### src/rtl/sal_cmd_sched_pkg.sv
// Shared DDR scheduler types: DRAM command encoding, timing widths,
// and the bank-controller request/grant bundles.
package SAL_DDR_PARAMS;

  typedef enum logic [2:0] {
    NOP = 3'd0,
    ACT = 3'd1,
    RD  = 3'd2,
    WR  = 3'd3,
    PRE = 3'd4,
    REF = 3'd5
  } dram_cmd_t;

  localparam int T_RRD_WIDTH = 4;
  localparam int T_CCD_WIDTH = 4;
  localparam int T_WTR_WIDTH = 4;
  localparam int T_RTW_WIDTH = 4;

  localparam int RA_WIDTH  = 16;
  localparam int CA_WIDTH  = 10;
  localparam int ID_WIDTH  = 4;
  localparam int LEN_WIDTH = 8;
  localparam int SEQ_WIDTH = 8;

  typedef logic [RA_WIDTH-1:0]  dram_ra_t;
  typedef logic [CA_WIDTH-1:0]  dram_ca_t;
  typedef logic [ID_WIDTH-1:0]  axi_id_t;
  typedef logic [LEN_WIDTH-1:0] axi_len_t;
  typedef logic [SEQ_WIDTH-1:0] seq_num_t;

  typedef struct packed {
    logic     act_req;
    logic     rd_req;
    logic     wr_req;
    logic     pre_req;
    logic     ref_req;
    dram_ra_t ra;
    dram_ca_t ca;
    axi_id_t  id;
    axi_len_t len;
    seq_num_t seq_num;
  } bk_req_t;

  typedef struct packed {
    logic act_gnt;
    logic rd_gnt;
    logic wr_gnt;
    logic pre_gnt;
    logic ref_gnt;
  } bk_gnt_t;

endpackage

### src/rtl/sal_timing_if.sv
// Channel timing parameters (minus one), driven by configuration logic
// and monitored by the command scheduler.
interface TIMING_IF;
  import SAL_DDR_PARAMS::*;

  logic [T_RRD_WIDTH-1:0] t_rrd_m1;
  logic [T_CCD_WIDTH-1:0] t_ccd_m1;
  logic [T_WTR_WIDTH-1:0] t_wtr_m1;
  logic [T_RTW_WIDTH-1:0] t_rtw_m1;

  modport MON (
    input t_rrd_m1,
    input t_ccd_m1,
    input t_wtr_m1,
    input t_rtw_m1
  );
endinterface

### src/rtl/sal_cmd_sched_rr_arb.sv
// Round-robin arbiter: first requester at or after ptr wins,
// wrapping modulo NUM (NUM is a power of two).
module sal_rr_arb #(
  parameter int NUM = 4
) (
  input  logic [NUM-1:0]         req,
  input  logic [$clog2(NUM)-1:0] ptr,
  output logic [NUM-1:0]         gnt
);
  localparam int PW = $clog2(NUM);

  always_comb begin
    logic [PW-1:0] idx;
    logic          found;
    gnt   = '0;
    found = 1'b0;
    idx   = '0;
    for (int i = 0; i < NUM; i++) begin
      idx = ptr + PW'(i);
      if (!found && req[idx]) begin
        gnt[idx] = 1'b1;
        found    = 1'b1;
      end
    end
  end

endmodule

### src/rtl/sal_cmd_sched.sv
// Per-channel DRAM command scheduler: one grant per cycle across banks,
// inter-bank timing enforcement, registered command port.
module sal_cmd_sched
  import SAL_DDR_PARAMS::*;
#(
  parameter int NUM_BANKS = 4
) (
  input  logic                         clk,
  input  logic                         rst_n,
  TIMING_IF.MON                        timing_if,
  input  bk_req_t                      bk_reqs_i [NUM_BANKS],
  output bk_gnt_t                      bk_gnts_o [NUM_BANKS],
  output logic                         cmd_valid_o,
  output dram_cmd_t                    cmd_o,
  output logic [$clog2(NUM_BANKS)-1:0] cmd_ba_o,
  output dram_ra_t                     cmd_ra_o,
  output dram_ca_t                     cmd_ca_o,
  output axi_id_t                      cmd_id_o,
  output axi_len_t                     cmd_len_o
);
  localparam int BW = $clog2(NUM_BANKS);
  typedef logic [BW-1:0] ba_t;

  logic [NUM_BANKS-1:0] rd_v, wr_v, act_v, pre_v, ref_v;
  logic [NUM_BANKS-1:0] cas_req, act_req;
  logic [NUM_BANKS-1:0] cas_g, act_g, pre_g, ref_g;
  logic [NUM_BANKS-1:0] gnt_vec;
  logic [NUM_BANKS-1:0] unused_seq;
  ba_t                  cas_ptr, act_ptr, pre_ptr, ref_ptr;
  ba_t                  gnt_ba;
  dram_cmd_t            gnt_cmd;
  logic                 rd_ok, wr_ok, act_ok;
  logic                 cas_sel, act_sel, pre_sel, ref_sel;

  logic [T_RRD_WIDTH-1:0] rrd_cnt;
  logic [T_CCD_WIDTH-1:0] ccd_cnt;
  logic [T_WTR_WIDTH-1:0] wtr_cnt;
  logic [T_RTW_WIDTH-1:0] rtw_cnt;

  // A bank raising several req bits keeps only its highest-priority one
  always_comb begin
    rd_v       = '0;
    wr_v       = '0;
    act_v      = '0;
    pre_v      = '0;
    ref_v      = '0;
    unused_seq = '0;
    for (int b = 0; b < NUM_BANKS; b++) begin
      rd_v[b]  = bk_reqs_i[b].rd_req;
      wr_v[b]  = bk_reqs_i[b].wr_req & ~rd_v[b];
      act_v[b] = bk_reqs_i[b].act_req & ~(rd_v[b] | wr_v[b]);
      pre_v[b] = bk_reqs_i[b].pre_req
               & ~(rd_v[b] | wr_v[b] | act_v[b]);
      ref_v[b] = bk_reqs_i[b].ref_req
               & ~(rd_v[b] | wr_v[b] | act_v[b] | pre_v[b]);
      unused_seq[b] = ^bk_reqs_i[b].seq_num;
    end
  end

  assign rd_ok  = (ccd_cnt == '0) && (wtr_cnt == '0);
  assign wr_ok  = (ccd_cnt == '0) && (rtw_cnt == '0);
  assign act_ok = (rrd_cnt == '0);

  assign cas_req = (rd_v & {NUM_BANKS{rd_ok}})
                 | (wr_v & {NUM_BANKS{wr_ok}});
  assign act_req = act_v & {NUM_BANKS{act_ok}};

  sal_rr_arb #(.NUM(NUM_BANKS)) u_cas_arb (
    .req(cas_req), .ptr(cas_ptr), .gnt(cas_g));
  sal_rr_arb #(.NUM(NUM_BANKS)) u_act_arb (
    .req(act_req), .ptr(act_ptr), .gnt(act_g));
  sal_rr_arb #(.NUM(NUM_BANKS)) u_pre_arb (
    .req(pre_v), .ptr(pre_ptr), .gnt(pre_g));
  sal_rr_arb #(.NUM(NUM_BANKS)) u_ref_arb (
    .req(ref_v), .ptr(ref_ptr), .gnt(ref_g));

  assign cas_sel = rst_n && (|cas_g);
  assign act_sel = rst_n && !(|cas_g) && (|act_g);
  assign pre_sel = rst_n && !(|{cas_g, act_g}) && (|pre_g);
  assign ref_sel = rst_n && !(|{cas_g, act_g, pre_g}) && (|ref_g);

  always_comb begin
    gnt_vec = '0;
    gnt_cmd = NOP;
    unique case (1'b1)
      cas_sel: begin
        gnt_vec = cas_g;
        gnt_cmd = (|(cas_g & rd_v)) ? RD : WR;
      end
      act_sel: begin
        gnt_vec = act_g;
        gnt_cmd = ACT;
      end
      pre_sel: begin
        gnt_vec = pre_g;
        gnt_cmd = PRE;
      end
      ref_sel: begin
        gnt_vec = ref_g;
        gnt_cmd = REF;
      end
      default: ;
    endcase
  end

  always_comb begin
    gnt_ba = '0;
    for (int b = 0; b < NUM_BANKS; b++) begin
      bk_gnts_o[b]         = '0;
      bk_gnts_o[b].act_gnt = gnt_vec[b] && (gnt_cmd == ACT);
      bk_gnts_o[b].rd_gnt  = gnt_vec[b] && (gnt_cmd == RD);
      bk_gnts_o[b].wr_gnt  = gnt_vec[b] && (gnt_cmd == WR);
      bk_gnts_o[b].pre_gnt = gnt_vec[b] && (gnt_cmd == PRE);
      bk_gnts_o[b].ref_gnt = gnt_vec[b] && (gnt_cmd == REF);
      if (gnt_vec[b]) gnt_ba = gnt_ba | ba_t'(b);
    end
  end

  always_ff @(posedge clk or negedge rst_n) begin
    if (!rst_n) begin
      rrd_cnt <= '0;
      ccd_cnt <= '0;
      wtr_cnt <= '0;
      rtw_cnt <= '0;
    end else begin
      if (gnt_cmd == ACT)
        rrd_cnt <= timing_if.t_rrd_m1;
      else if (rrd_cnt != '0)
        rrd_cnt <= rrd_cnt - T_RRD_WIDTH'(1);
      if (gnt_cmd == RD || gnt_cmd == WR)
        ccd_cnt <= timing_if.t_ccd_m1;
      else if (ccd_cnt != '0)
        ccd_cnt <= ccd_cnt - T_CCD_WIDTH'(1);
      if (gnt_cmd == WR)
        wtr_cnt <= timing_if.t_wtr_m1;
      else if (wtr_cnt != '0)
        wtr_cnt <= wtr_cnt - T_WTR_WIDTH'(1);
      if (gnt_cmd == RD)
        rtw_cnt <= timing_if.t_rtw_m1;
      else if (rtw_cnt != '0)
        rtw_cnt <= rtw_cnt - T_RTW_WIDTH'(1);
    end
  end

  always_ff @(posedge clk or negedge rst_n) begin
    if (!rst_n) begin
      cas_ptr <= '0;
      act_ptr <= '0;
      pre_ptr <= '0;
      ref_ptr <= '0;
    end else begin
      if (cas_sel) cas_ptr <= gnt_ba + ba_t'(1);
      if (act_sel) act_ptr <= gnt_ba + ba_t'(1);
      if (pre_sel) pre_ptr <= gnt_ba + ba_t'(1);
      if (ref_sel) ref_ptr <= gnt_ba + ba_t'(1);
    end
  end

  // Fields hold their last value on idle cycles
  always_ff @(posedge clk or negedge rst_n) begin
    if (!rst_n) begin
      cmd_valid_o <= 1'b0;
      cmd_o       <= NOP;
      cmd_ba_o    <= '0;
      cmd_ra_o    <= '0;
      cmd_ca_o    <= '0;
      cmd_id_o    <= '0;
      cmd_len_o   <= '0;
    end else begin
      cmd_valid_o <= |gnt_vec;
      cmd_o       <= gnt_cmd;
      if (|gnt_vec) begin
        cmd_ba_o  <= gnt_ba;
        cmd_ra_o  <= bk_reqs_i[gnt_ba].ra;
        cmd_ca_o  <= bk_reqs_i[gnt_ba].ca;
        cmd_id_o  <= bk_reqs_i[gnt_ba].id;
        cmd_len_o <= bk_reqs_i[gnt_ba].len;
      end
    end
  end

  for (genvar b = 0; b < NUM_BANKS; b++) begin : g_req_chk
    a_req_onehot: assert property (@(posedge clk) disable iff (!rst_n)
      $onehot0({bk_reqs_i[b].act_req, bk_reqs_i[b].rd_req,
                bk_reqs_i[b].wr_req, bk_reqs_i[b].pre_req,
                bk_reqs_i[b].ref_req}));
  end

  a_gnt_onehot: assert property (@(posedge clk) disable iff (!rst_n)
    $onehot0(gnt_vec));

endmodule
### src/flat_wrapper.sv
// flat-port wrapper written by rule: the top's interface ports become plain ports
module sal_cmd_sched_flat import SAL_DDR_PARAMS::*;
#(
  parameter int NUM_BANKS = 4
)
  (clk, rst_n, bk_reqs_i, bk_gnts_o, cmd_valid_o, cmd_o, cmd_ba_o, cmd_ra_o, cmd_ca_o, cmd_id_o, cmd_len_o, timing_if_t_rrd_m1, timing_if_t_ccd_m1, timing_if_t_wtr_m1, timing_if_t_rtw_m1);
  TIMING_IF timing_if_i ();
  input  logic clk;
  input  logic rst_n;
  input  bk_req_t bk_reqs_i[NUM_BANKS];
  output bk_gnt_t bk_gnts_o[NUM_BANKS];
  output logic cmd_valid_o;
  output dram_cmd_t cmd_o;
  output logic [$clog2(NUM_BANKS)-1:0] cmd_ba_o;
  output dram_ra_t cmd_ra_o;
  output dram_ca_t cmd_ca_o;
  output axi_id_t cmd_id_o;
  output axi_len_t cmd_len_o;
  input wire logic [$bits(timing_if_i.t_rrd_m1)-1:0] timing_if_t_rrd_m1;
  input wire logic [$bits(timing_if_i.t_ccd_m1)-1:0] timing_if_t_ccd_m1;
  input wire logic [$bits(timing_if_i.t_wtr_m1)-1:0] timing_if_t_wtr_m1;
  input wire logic [$bits(timing_if_i.t_rtw_m1)-1:0] timing_if_t_rtw_m1;
  assign timing_if_i.t_rrd_m1 = timing_if_t_rrd_m1;
  assign timing_if_i.t_ccd_m1 = timing_if_t_ccd_m1;
  assign timing_if_i.t_wtr_m1 = timing_if_t_wtr_m1;
  assign timing_if_i.t_rtw_m1 = timing_if_t_rtw_m1;
  sal_cmd_sched #(.NUM_BANKS(NUM_BANKS)) u_core (.clk(clk), .rst_n(rst_n), .timing_if(timing_if_i), .bk_reqs_i(bk_reqs_i), .bk_gnts_o(bk_gnts_o), .cmd_valid_o(cmd_valid_o), .cmd_o(cmd_o), .cmd_ba_o(cmd_ba_o), .cmd_ra_o(cmd_ra_o), .cmd_ca_o(cmd_ca_o), .cmd_id_o(cmd_id_o), .cmd_len_o(cmd_len_o));
endmodule
### config.mk
export PLATFORM = sky130hd
export DESIGN_NAME = sal_cmd_sched_flat
export DESIGN_NICKNAME = d
export VERILOG_FILES = /design/src/rtl/sal_cmd_sched_pkg.sv /design/src/rtl/sal_timing_if.sv /design/src/rtl/sal_cmd_sched_rr_arb.sv /design/src/rtl/sal_cmd_sched.sv /design/src/flat_wrapper.sv
export SDC_FILE = /design/constraint.sdc
export NUM_CORES = 1
export LEC_CHECK = 0
export ABC_CLOCK_PERIOD_IN_PS = 11600
export BUFFER_PORTS_ARGS = -buffer_cell sky130_fd_sc_hd__buf_2
export CAP_MARGIN = 20
export CORE_UTILIZATION = 53
export DETAILED_ROUTE_END_ITERATION = 12
export HOLD_SLACK_MARGIN = 0.02
export PLACE_DENSITY = 0.88
export SYNTH_ARGS = -nofsm -noshare
export SYNTH_HDL_FRONTEND = slang
export SYNTH_SLANG_ARGS = --single-unit
### constraint.sdc
create_clock -name clk -period 11.6 [get_ports clk]
set_input_delay 1.74 -clock clk [delete_from_list [all_inputs] [get_ports clk]]
set_output_delay 1.74 -clock clk [all_outputs]
set_load 0.01 [all_outputs]
=== Yosys cells after proc, flatten, opt, wreduce, memory -nomap -nowiden ===
Cells that the tools add are included.

* Mux-type cells: 109
* Order comparisons: 33
* Div/mod/pow operators: 0
* Shifts and indexed selects: 0
* Add/subtract/negate cells: 17
* Bitwise gates (word level): 62
* Multipliers: 0
* Reduce and logical (&&, ||, !) cells: 93
* Eq/ne operators: 5

{| class="wikitable"
|+ Operator list
! cell !! count
|-
| $bmux W51 S2 || 1
|-
| $mux W4 || 24
|-
| $mux W46 || 2
|-
| $logic_and A1 B1 Y1 || 57
|-
| $or A4 B4 Y4 || 13
|-
| $lt A2 B3 Y1 const B || 16
|-
| $mux W1 || 46
|-
| $bmux W1 S2 || 16
|-
| $demux W1 S2 || 16
|-
| $ge A2 B1 Y1 const B || 16
|-
| $reduce_or A4 Y1 || 6
|-
| $add A2 B2 Y2 const B || 8
|-
| $and A1 B1 Y1 || 16
|-
| $and A4 B4 Y4 || 4
|-
| $logic_not A4 Y1 || 4
|-
| $not A1 Y1 || 16
|-
| $pmux W4 S4 || 1
|-
| $reduce_bool A4 Y1 || 4
|-
| $sub A4 B1 Y4 const B || 4
|-
| $logic_not A1 Y1 || 15
|-
| $or A1 B1 Y1 || 12
|-
| $pmux W3 S4 || 1
|-
| $reduce_or A12 Y1 || 1
|-
| $add A2 B1 Y2 const B || 5
|-
| other kinds (9) || 15
|}

* Output and inout bits: 64
* Memories kept: 0
* Bits in latches: 0
* Word-level logic and storage cells: 334
* Bits of input ports: 222
* RAM bits: 0
* Bits in registers: 68
* Bits in read-only memories: 0

=== Logic depth before layout (Yosys ltp) ===
* Depth after elaboration: 33
* Gate-level depth with buffers: 16
* Mapped depth without buffers: 13

=== By module ===
From an unflattened synthesis, not the netlist that was laid out.

* Cell total of the unflattened synthesis: 578
* Area total of the unflattened synthesis: 5201.2 um2

{| class="wikitable"
|+ Modules (own cells, without submodules)
! module !! cells an instance !! instances !! sequential area each (um2) !! area each (um2)
|-
| sal_cmd_sched || 452 || 1 || 1701.6 || 3955.0
|-
| sal_rr_arb at u_core.u_act_arb ... || 30 || 3 || 0.0 || 302.8
|-
| sal_rr_arb at u_core.u_ref_arb || 36 || 1 || 0.0 || 337.8
|}

=== Worst setup path before layout ===
Ideal clock, no wire load.

* Path type: in2out
* Start point: input bk_reqs_i[151] (netlist bit)
* End point: output bk_gnts_o[12] (netlist bit)
* Path buffers: 2
* Arrival time: 4.458 ns
* Stages: 11
* Required time: 9.860 ns
* Path slack: 5.402 ns
* Cells stage by stage: clkbuf_1 or4b_2 a21oi_1 nor3_1 a221oi_1 nand4_1 nor2_1 a311oi_1 o21ai_2 buf_4 nor2b_1

{| class="wikitable"
|+ RTL lines
! what !! line !! source
|-
| start, declared || flat_wrapper.sv:10 || <nowiki>input bk_req_t bk_reqs_i[NUM_BANKS];</nowiki>
|-
| end, declared || flat_wrapper.sv:11 || <nowiki>output bk_gnt_t bk_gnts_o[NUM_BANKS];</nowiki>
|}

==> flow_metrics.tcl <==
set metrics [dict create \
    rrSetupSlack_ns 6.39 \
    syn_inst 729 \
    grt_pass1_vias 6810 \
    cts_tree "yes" \
    wl_per_cell_um 20.3 \
    root_buffer "clkbuf_16" \
    drt_iter0_drc 753 \
    clock_path_buffers 2 \
    drc_errors 0 \
    drv_slew 0 \
    grt_pass1_wl_um 35000 \
    std_cell_rows 40 \
    globalRoute.totalOverflow 0 \
    crit_family "simple AND/OR/NAND/NOR gates" \
    final_common_cell "buf_2" \
    critPathKind "in2out" \
    timing.fmax_ghz 0.140 \
    post_cts_buffers 0 \
    dp_hpwl_um 17000 \
    p_per_area_nw_per_um2 279 \
    routabilityCongestion 0.961 \
    initial_core_util_pct 54.8 \
    crit_top_cell "buf_2" \
    fin_tns_setup_ns 0 \
    cts_buffers 9 \
    yosysSeqAreaShare_pct 25.7 \
    ir_drop_mv 0.225 \
    synth_edf_count 0 \
    cp_data_arrival_time_ns 5.38 \
    area_growth_pct 25.3 \
    clkTransAtPathRegs_ns 0.06 \
    critPathRequiredTime_ns 9.86 \
    cpPeakStageDelay_ns 0.80 \
    yosysUniqueCellTypes 80 \
    coreArea_um2 12100 \
    drt-total-wl_um 22900 \
    cp-end-kind "primary output" \
    tightestPinTransition_ns 1.11 \
    status "complete, no violations" \
    leakage_nw 3.86 \
    netlist_area_um2 6630 \
    cts-htree-levels 3 \
    viasPerCell 6.39 \
    yosys_warnings 0 \
    antenna_found_initial 2 \
    maxCapViolations 0 \
    postCtsHoldBufs 0 \
    p_total_w 0.00232 \
    ant_nets 0 \
    nets 1208 \
    synthArstFlopShare_pct 100 \
    layout_common_cells "252 x buf_2, 80 x nand2_1, 68 x dfrtp_1" \
    grt_max_degree 79 \
    finClkSkew_ns 0.00723 \
    fin_crit_ns 7.12 \
    dr.pass1.iters 5 \
    crit_slowest_cell "nor4b_1" \
    finalSetupViolations 0 \
    vias 7198 \
    cp_max_fo 41 \
    grt_util_all_layers_pct 34.7 \
    worstSkewPairLatency_ns 0.35 \
    post_cts_resize_count 0 \
    die_width_um 114 \
    worstPathCellList "buf_2 > nor4b_1 > mux4_2 > a21oi_1 > a22o_1 > a221oi_1 > and4_1 > a311oi_1 > o21ai_4 > buf_4 > nor2b_1 > buf_2" \
    rsz0062_at_grt "no" \
    avgSynthCellArea_um2 9.10 \
    nFillCells 999 \
    hold_class "reg2reg" \
    finalHoldViolCount 0 \
    timing.final.crit_share_pct 61.4 \
    io_buffers 253 \
    die_h_um 114 \
    syn_nets 985 \
    dieArea_um2 13000 \
    synth_ff_type "dfrtp_1" \
    maxSlewHeadroom_pct 26.3 \
    cp_num_buf_inv 3 \
    ios 286 \
    clkSinkCount 68 \
    synth-seq-cells 68 \
    drive_gt1_share_pct 37.9 \
    crit_path_start_kind "input pin" \
]
==> report_power, final <==
group | switching [W] | total, W | internal (W)
Combinational | 0.000930 | 0.00153 | 0.000604
Clock | 0.000116 | 0.000313 | 0.000196
Sequential | 0.000111 | 0.000477 | 0.000366
==> worst register-to-register path: stages, from the launching register on <==
cell and delay, ns:
dfrtp_1 0.60, inv_1 0.16, ha_1 0.42, nor4bb_1 0.18
or2_2 0.30, o32ai_1 0.65, o21ai_0 0.26, nand4_1 0.22
nor2_1 0.14, a311oi_2 0.41, a211oi_1 0.18, o31ai_4 0.90
buf_4 0.47, o221ai_1 0.17
==> flip-flops by register name (all words and copies together) (netlist names) <==
name and flops:
u_core.ccd_cnt 4, u_core.rrd_cnt 4, u_core.pre_ptr 2, u_core.cmd_o 3, u_core.cas_ptr 2, u_core.wtr_cnt 4, u_core.cmd_ra_o 16, u_core.cmd_valid_o 1
u_core.ref_ptr 2, u_core.cmd_len_o 8, u_core.rtw_cnt 4, u_core.act_ptr 2, u_core.cmd_ca_o 10, u_core.cmd_id_o 4, u_core.cmd_ba_o 2
==> final cells by class <==
cell class	instances	area, um^2	area share [%]
well taps	168	210	2.53
clock inverters	6	95.1	1.14
flip-flops and latches	68	1700	20.5
diodes	2	5.00	0.0602
inverters	23	86.3	1.04
multi-input cells	589	4650	55.9
repair buffers	261	1330	16.0
clock buffers	10	239	2.87
==> through the flow <==
stage / instances / util, % / instance area [um^2] / hold slack, ns / setup WS [ns]
final: 1127 / 68.6 / 8310 / 0.489 / 4.48
after global routing: 1127 / 68.6 / 8310 / 0.506 / 4.32
after detailed placement: 1109 / 65.8 / 7970 / 0.468 / 4.62
after global placement: 1109 / 65.8 / 7970 / 0.456 / 4.66
after CTS: 1125 / 68.6 / 8310 / 0.485 / 4.61
after floorplan: 729 / - / 6630 / 0.515 / 5.40
==> synth_stat cells, drive strengths merged (20+ instances only) <==
library cell,instances,area (um^2)
inv,22,82.6
ha,34,425
buf,22,135
nor2,33,124
nand2,80,300
nor3,57,297
a21oi,20,100
clkbuf,27,101
o221ai,40,475
mux2i,41,410
o211ai,39,393
dfrtp,68,1700
==> per-layer routing <==
metal,vias to the layer above,global-route usage (%),wire length (um)
met1,3374,43.7,8730
met5,-,0,0
met4,0,14.7,807
li1,3305,-,-
met3,56,8.45,2230
met2,463,57.1,11100
==> cells by family after synthesis <==
family                   after synthesis  synth area share [%]
multiplexers                          62                  11.5
AO/OA/AOI/OAI                        202                  27.1
flip-flops                            68                  25.7
XOR/XNOR                               9                  1.19
AND/OR/NAND/NOR                      282                  23.4
buffers and inverters                 72                  4.87
adder cells (fa/ha/maj)               34                  6.41
==> final timing paths <==
check	cells past startpoint	endpoint	start
min	2	u_core.cmd_ba_o[1]	u_core.cmd_ba_o[1]
min reg2reg	2	u_core.cmd_ba_o[1]	u_core.cmd_ba_o[1]
max reg2reg	13	u_core.cmd_ra_o[7]	u_core.act_ptr[1]
max	12	bk_gnts_o[12]	bk_reqs_i[151]
min in group asynchronous	1	u_core.ref_ptr[1]	rst_n
max in group asynchronous	2	u_core.ccd_cnt[3]	rst_n
Power figures use the tool's default switching activity.
